--- src/rtl/ui_call_ctrl.sv ---
// Phone UI controller: button conditioning, menu/dial/call FSM, valid/ready command issue.
// Define UI_DEBOUNCE_EN to build per-button debounce counters; otherwise sync + edge detect only.
module ui_call_ctrl #(
  parameter int DEBOUNCE_CYCLES = 16,
  parameter int MENU_ITEMS      = 4,
  parameter int DIGITS          = 4,
  parameter int RING_TIMEOUT    = 1000
) (
  input  logic                              clk_i,
  input  logic                              reset_n_i,
  input  logic                              enter_i,
  input  logic                              up_i,
  input  logic                              down_i,
  input  logic                              left_i,
  input  logic                              right_i,
  input  logic [3:0]                        digit_in_i,
  input  logic                              init_i,
  input  logic                              incoming_call_i,
  input  logic [2:0]                        inc_command_i,
  input  logic                              cmd_ready_i,
  output logic [2:0]                        cmd_o,
  output logic [4*DIGITS-1:0]               cmd_data_o,
  output logic                              cmd_valid_o,
  output logic [2:0]                        ui_state_o,
  output logic [$clog2(MENU_ITEMS)-1:0]     menu_sel_o,
  output logic [4*DIGITS-1:0]               dial_buf_o,
  output logic [$clog2(DIGITS+1)-1:0]       dial_len_o,
  output logic                              ringing_o
);
  localparam int MSW = $clog2(MENU_ITEMS);
  localparam int LW  = $clog2(DIGITS+1);
  localparam int DW  = 4*DIGITS;
  localparam int RW  = $clog2(RING_TIMEOUT+1);

  localparam logic [2:0] C_DIAL   = 3'd1;
  localparam logic [2:0] C_ANSWER = 3'd2;
  localparam logic [2:0] C_REJECT = 3'd3;
  localparam logic [2:0] C_HANGUP = 3'd4;
  localparam logic [2:0] C_MENU   = 3'd5;

  typedef enum logic [2:0] {
    S_INIT = 3'd0, S_IDLE = 3'd1, S_MENU = 3'd2, S_DIAL = 3'd3,
    S_CALLING = 3'd4, S_RINGING = 3'd5, S_IN_CALL = 3'd6, S_SEND = 3'd7
  } state_t;

  // bit order: 0 enter, 1 left, 2 right, 3 up, 4 down
  logic [4:0] btn_raw, sync1_q, sync2_q, lvl, prev_q, pulse;
  logic       run_q;

  assign btn_raw = {down_i, up_i, right_i, left_i, enter_i};

  always_ff @(posedge clk_i or negedge reset_n_i) begin
    if (!reset_n_i) begin
      sync1_q <= '0;
      sync2_q <= '0;
      prev_q  <= '0;
      run_q   <= 1'b0;
    end else begin
      sync1_q <= btn_raw;
      sync2_q <= sync1_q;
      prev_q  <= lvl;
      run_q   <= 1'b1;
    end
  end

`ifdef UI_DEBOUNCE_EN
  localparam int CW = (DEBOUNCE_CYCLES > 1) ? $clog2(DEBOUNCE_CYCLES) : 1;
  logic [CW-1:0] db_cnt_q [5];
  logic [4:0]    acc_q;

  // a level is accepted once it has differed from the current one for DEBOUNCE_CYCLES cycles
  always_ff @(posedge clk_i or negedge reset_n_i) begin
    if (!reset_n_i) begin
      acc_q <= '0;
      for (int i = 0; i < 5; i++) db_cnt_q[i] <= '0;
    end else begin
      for (int i = 0; i < 5; i++) begin
        if (sync2_q[i] != acc_q[i]) begin
          if (db_cnt_q[i] == CW'(DEBOUNCE_CYCLES-1)) begin
            acc_q[i]    <= sync2_q[i];
            db_cnt_q[i] <= '0;
          end else begin
            db_cnt_q[i] <= db_cnt_q[i] + 1'b1;
          end
        end else begin
          db_cnt_q[i] <= '0;
        end
      end
    end
  end
  assign lvl = acc_q;
`else
  assign lvl = sync2_q;
`endif

  assign pulse = lvl & ~prev_q;

  logic ev_enter, ev_left, ev_right, ev_up, ev_down;
  always_comb begin
    ev_enter = pulse[0];
    ev_left  = pulse[1] & ~pulse[0];
    ev_right = pulse[2] & ~|pulse[1:0];
    ev_up    = pulse[3] & ~|pulse[2:0];
    ev_down  = pulse[4] & ~|pulse[3:0];
  end

  state_t          state_q, state_d, ret_q, ret_d, send_ret;
  logic [MSW-1:0]  menu_q, menu_d;
  logic [DW-1:0]   buf_q, buf_d, data_q, data_d, send_data;
  logic [LW-1:0]   len_q, len_d;
  logic [RW-1:0]   ring_q, ring_d;
  logic [2:0]      cmd_q, cmd_d, send_cmd;
  logic            valid_q, valid_d, send_req, go_ring;

  always_ff @(posedge clk_i or negedge reset_n_i) begin
    if (!reset_n_i) begin
      state_q <= S_INIT;
      ret_q   <= S_INIT;
      menu_q  <= '0;
      buf_q   <= '0;
      len_q   <= '0;
      ring_q  <= '0;
      cmd_q   <= '0;
      data_q  <= '0;
      valid_q <= 1'b0;
    end else begin
      state_q <= state_d;
      ret_q   <= ret_d;
      menu_q  <= menu_d;
      buf_q   <= buf_d;
      len_q   <= len_d;
      ring_q  <= ring_d;
      cmd_q   <= cmd_d;
      data_q  <= data_d;
      valid_q <= valid_d;
    end
  end

  always_comb begin
    state_d   = state_q;
    ret_d     = ret_q;
    menu_d    = menu_q;
    buf_d     = buf_q;
    len_d     = len_q;
    ring_d    = ring_q;
    cmd_d     = cmd_q;
    data_d    = data_q;
    valid_d   = valid_q;
    send_req  = 1'b0;
    send_cmd  = '0;
    send_data = '0;
    send_ret  = S_IDLE;
    go_ring   = 1'b0;
    if (run_q) begin
      case (state_q)
        S_INIT: if (init_i || ev_enter) state_d = S_IDLE;
        S_IDLE: begin
          if (incoming_call_i) go_ring = 1'b1;
          else if (ev_enter) begin
            state_d = S_MENU;
            menu_d  = '0;
          end
        end
        S_MENU: begin
          if (incoming_call_i) go_ring = 1'b1;
          else if (ev_enter) begin
            if (menu_q == '0) begin
              state_d = S_DIAL;
              len_d   = '0;
              buf_d   = '0;
            end else begin
              send_req            = 1'b1;
              send_cmd            = C_MENU;
              send_data[MSW-1:0]  = menu_q;
              send_ret            = S_MENU;
            end
          end else if (ev_left) state_d = S_IDLE;
          else if (ev_up)   menu_d = (menu_q == '0) ? MSW'(MENU_ITEMS-1) : menu_q - 1'b1;
          else if (ev_down) menu_d = (menu_q == MSW'(MENU_ITEMS-1)) ? '0 : menu_q + 1'b1;
        end
        S_DIAL: begin
          if (incoming_call_i) go_ring = 1'b1;
          else if (ev_right) begin
            if (digit_in_i <= 4'd9 && int'(len_q) < DIGITS) begin
              for (int i = 0; i < DIGITS; i++)
                if (i == DIGITS-1-int'(len_q)) buf_d[4*i +: 4] = digit_in_i;
              len_d = len_q + 1'b1;
            end
          end else if (ev_left) begin
            if (len_q == '0) state_d = S_MENU;
            else begin
              for (int i = 0; i < DIGITS; i++)
                if (i == DIGITS-int'(len_q)) buf_d[4*i +: 4] = 4'd0;
              len_d = len_q - 1'b1;
            end
          end else if (ev_enter && len_q != '0) begin
            send_req  = 1'b1;
            send_cmd  = C_DIAL;
            send_data = buf_q;
            send_ret  = S_CALLING;
          end
        end
        S_CALLING: begin
          if (inc_command_i == 3'd1) state_d = S_IN_CALL;
          else if (inc_command_i == 3'd2) state_d = S_IDLE;
          else if (ev_left) begin
            send_req = 1'b1;
            send_cmd = C_HANGUP;
          end
        end
        S_RINGING: begin
          if (!incoming_call_i) state_d = S_IDLE;
          else if (ev_enter) begin
            send_req = 1'b1;
            send_cmd = C_ANSWER;
            send_ret = S_IN_CALL;
          end else if (ev_left || ring_q == RW'(RING_TIMEOUT-1)) begin
            send_req = 1'b1;
            send_cmd = C_REJECT;
          end else begin
            ring_d = ring_q + 1'b1;
          end
        end
        S_IN_CALL: begin
          if (inc_command_i == 3'd2) state_d = S_IDLE;
          else if (ev_left) begin
            send_req = 1'b1;
            send_cmd = C_HANGUP;
          end
        end
        S_SEND: begin
          if (valid_q && cmd_ready_i) begin
            valid_d = 1'b0;
            cmd_d   = '0;
            data_d  = '0;
            state_d = ret_q;
          end
        end
        default: state_d = S_INIT;
      endcase
      if (go_ring) begin
        state_d = S_RINGING;
        buf_d   = '0;
        len_d   = '0;
        ring_d  = '0;
      end
      if (send_req) begin
        state_d = S_SEND;
        ret_d   = send_ret;
        cmd_d   = send_cmd;
        data_d  = send_data;
        valid_d = 1'b1;
      end
    end
  end

  assign cmd_o       = cmd_q;
  assign cmd_data_o  = data_q;
  assign cmd_valid_o = valid_q;
  assign ui_state_o  = state_q;
  assign menu_sel_o  = menu_q;
  assign dial_buf_o  = buf_q;
  assign dial_len_o  = len_q;
  assign ringing_o   = (state_q == S_RINGING);
endmodule

--- config.mk ---
export PLATFORM = sky130hd
export DESIGN_NAME = ui_call_ctrl
export DESIGN_NICKNAME = d
export VERILOG_FILES = /design/src/rtl/ui_call_ctrl.sv
export SDC_FILE = /design/constraint.sdc
export NUM_CORES = 1
export LEC_CHECK = 0
export CAP_MARGIN = 15
export CORE_MARGIN = 2
export CORE_UTILIZATION = 57
export DETAILED_ROUTE_END_ITERATION = 16
export PLACE_DENSITY = 0.95
export SLEW_MARGIN = 25
export SYNTH_ARGS = -nofsm -noshare
export SYNTH_HDL_FRONTEND = slang
export SYNTH_SLANG_ARGS = --single-unit
--- constraint.sdc ---
create_clock -name clk_i -period 6.35 [get_ports clk_i]
set_input_delay 1.27 -clock clk_i [delete_from_list [all_inputs] [get_ports clk_i]]
set_output_delay 1.27 -clock clk_i [all_outputs]
set_load 0.005 [all_outputs]
==> out/qor.yml <==
status:
  outcome: "finished clean"
routing:
  drtAntennaViolNets: 0
  drc: 0
  routed_wl_mm: 9.26
  drt_iter0_markers: 242
  drtPass1Iterations: 5
  avgRoutedWirePerCell_um: 19.5
  num_vias: 2995
  viasPerCell: 6.32
power_and_ir_drop:
  p_leak_nw: 1.97
  powerDensity_mw_per_mm2: 328
  p_int_mw: 0.945
  seqPwrFrac: 0.407
  sw_frac_of_total: 0.360
  peakVddDrop_v: 0.000257
  power.switching_mw: 0.531
  combPwrFrac: 0.328
  clkPwrFrac: 0.265
global_routing:
  track_usage: 0.276
  antenna_found_initial: 0
  grt_max_degree: 74
  grt_pass1_wl_mm: 15.3
  grt_overflow: 0
  first_global_vias: 2975
clock_tree:
  numCtsBuffers: 9
  holdBufCountCts: 0
  clk_pin_slew_ns: 0.07
  clk_path_buf_depth: 2
  cts_resized: 0
  h-tree-depth: 3
  cts_tree: "built"
  clock_sinks: 73
  insertion_delay_ns: 0.36
  clock-root-buffer: "clkbuf_8"
  postCtsSetupBuffers: 0
cells_and_area:
  n_fill_cell: 429
  nNetsFinal: 416
  final_cell_area_mm2: 0.00450
  fin_util: 0.716
  drive_above_1_share: 0.121
  area_growth_pct: 23.3
  multi_input_area_mm2: 0.00171
  antenna_cells: 0
  register_area_mm2: 0.00183
  fin_cells: 474
worst_setup_path:
  cp_cell_sequence: "nor2b_1, and2_1, clkdlybuf4s50_1"
  path_max_fanout: 22
  required_ns: 5.08
  critical_path_class: "reg -> out"
  start_kind: "register"
  worst_setup_path_end_kind: "output port"
  slowest_delay_ns: 0.77
  arrival_ns: 2.21
  cpMaxStageDelayCell: "dfrtp_1"
sta:
  fin_crit_ns: 3.48
  clock-skew-final_ns: 0.0106
  fin_ws_ns: 2.87
  worstMarginPinSlew_ns: 0.950
  max_freq_mhz: 287
  slew_violations: 0
  rsz0062_at_grt: "false"
  setup_viol: 0
  maxSlewHeadroom: 0.362
  hold_viol_final: 0
  setup_tns_ns: 0
  period_share: 0.548
die:
  die-width_um: 84.0
  initial_utilization: 0.581
  rows: 29
  core_area_mm2: 0.00628
  dieArea_mm2: 0.00706
  ioPinCount: 62
  die_y_um: 84.0
place:
  dp_hpwl_mm: 6.33
  gp_congestion: 0.963
  place_ws_ns: 2.62
  post-place-cells: 459
  io_buffer_count: 61
  place_area_mm2: 0.00429
flow_run:
  cap_violations: 0
synthesis:
  yosysTopAreaCell: "dfrtp_1"
  synthesis.area_mm2: 0.00365
  synthDistinctLibCells: 73
  syn_avg_cell_area_um2: 11.0
  synth_fp_nets: 354
  synth_edf_count: 0
  synth_commonest_cells: "dfrtp_1 (73), nand2_1 (26), nor2_1 (26)"
  synthTopCellsByArea: "dfrtp_1 (50%), a22o_1 (4.3%), nand2_1 (2.7%)"
  synth.top_cell.area_share: 0.501
  synthCells: 331
  synth-seq-cells: 73
  ys_seq_area_frac: 0.501
  synthArstFlopShare: 1.00
  synthFlopType: "dfrtp_1"
  synth_most_common_cell: "dfrtp_1"
  yosysWarnings: 0
min_path:
  hold_path_class: "reg -> reg"
==> state kept, by name (all words and copies together), names as in the netlist <==
signal / count
cmd_data_o: 16
dial_buf_o: 16
ring_q: 10
lvl: 5
prev_q: 5
sync1_q: 5
cmd_o: 3
dial_len_o: 3
ret_q: 3
ui_state_o: 3
menu_sel_o: 2
cmd_valid_o: 1
run_q: 1
==> cell usage in the layout, fill, tap and decap left out, drive strengths merged, types with 3 or more instances in the layout <==
cell           synthesis  final
dfrtp                 73     73
clkdlybuf4s50          0     60
nand2                 29     29
nor2                  26     26
a22o                  18     18
o21ai                 15     15
nand3                 13     13
mux2                  12     12
inv                   11     11
clkbuf                 2     10
and3                   9      9
a21oi                  9      9
nor3                   8      8
o31ai                  7      7
nand2b                 7      7
nor4                   7      7
a211oi                 6      6
xor2                   5      5
ha                     5      5
a21o                   4      4
or3                    4      4
nor2b                  4      4
and2b                  3      3
nand4                  3      3
a22oi                  3      3
xnor2                  3      3
a31oi                  3      3
==> cells by family (layout without fill, tap and decap cells) <==
family          Yosys count  in the layout  share of synthesized area
fa+ha+maj                 6              6                     0.0226
xor+xnor                  8              8                     0.0192
compound gates           82             82                      0.177
flops                    73             73                      0.501
mux                      14             14                     0.0466
other cells               1              1                    0.00103
buf+inv                  22             88                     0.0305
simple gates            125            125                      0.202
==> power by group through the flow <==
stage	Combinational [mW]	Sequential [mW]	Clock [mW]
after floorplan	0.347	0.559	0
after global placement	0.453	0.601	0
after detailed placement	0.470	0.606	0
after CTS	0.476	0.597	0.394
after global routing	0.528	0.608	0.414
final	0.484	0.600	0.392
==> through the flow <==
| stage | hold slack (ns) | power [mW] |
|---|---|---|
| after global placement | 0.333 | 1.05 |
| after floorplan | 0.331 | 0.907 |
| after CTS | 0.364 | 1.47 |
| after detailed placement | 0.336 | 1.08 |
| final | 0.358 | 1.48 |
| after global routing | 0.370 | 1.55 |
==> routing by layer <==
layer	vias to the layer above	share of wire	global-route usage
met5	-	0	0
met4	0	0.022	0.106
met3	24	0.062	0.0722
met2	151	0.51	0.451
met1	1479	0.41	0.354
li1	1341	-	-
==> final timing paths <==
path | from | to | slack (ns) | depth (start not counted)
max in group asynchronous | reset_n_i | ring_q[2] | 4.67 | 2
worst max register to register | ui_state_o[0] | cmd_data_o[6] | 3.54 | 5
min in group asynchronous | reset_n_i | cmd_data_o[3] | 1.11 | 2
worst max-delay path | ui_state_o[0] | ringing_o | 2.87 | 3
worst min-delay path | sync1_q[0] | lvl[0] | 0.36 | 0
worst min register to register | sync1_q[0] | lvl[0] | 0.36 | 0
==> cell type report <==
| cell class | instances | share of cell area |
|---|---|---|
| Clock buffer | 10 | 0.0284 |
| Clock inverter | 5 | 0.0181 |
| Inverter | 11 | 0.00918 |
| Multi-Input combinational cell | 236 | 0.380 |
| Sequential cell | 73 | 0.406 |
| Tap cell | 77 | 0.0214 |
| Timing Repair Buffer | 62 | 0.136 |
==> worst max-delay path: cells and delay by family (launching register included) <==
| kind | cells | cell delay [ns] |
|---|---|---|
| flip-flops | 1 | 0.77 |
| buffers and inverters | 1 | 0.50 |
| AND/OR/NAND/NOR | 2 | 0.59 |
(Power assumes the default switching activity.)
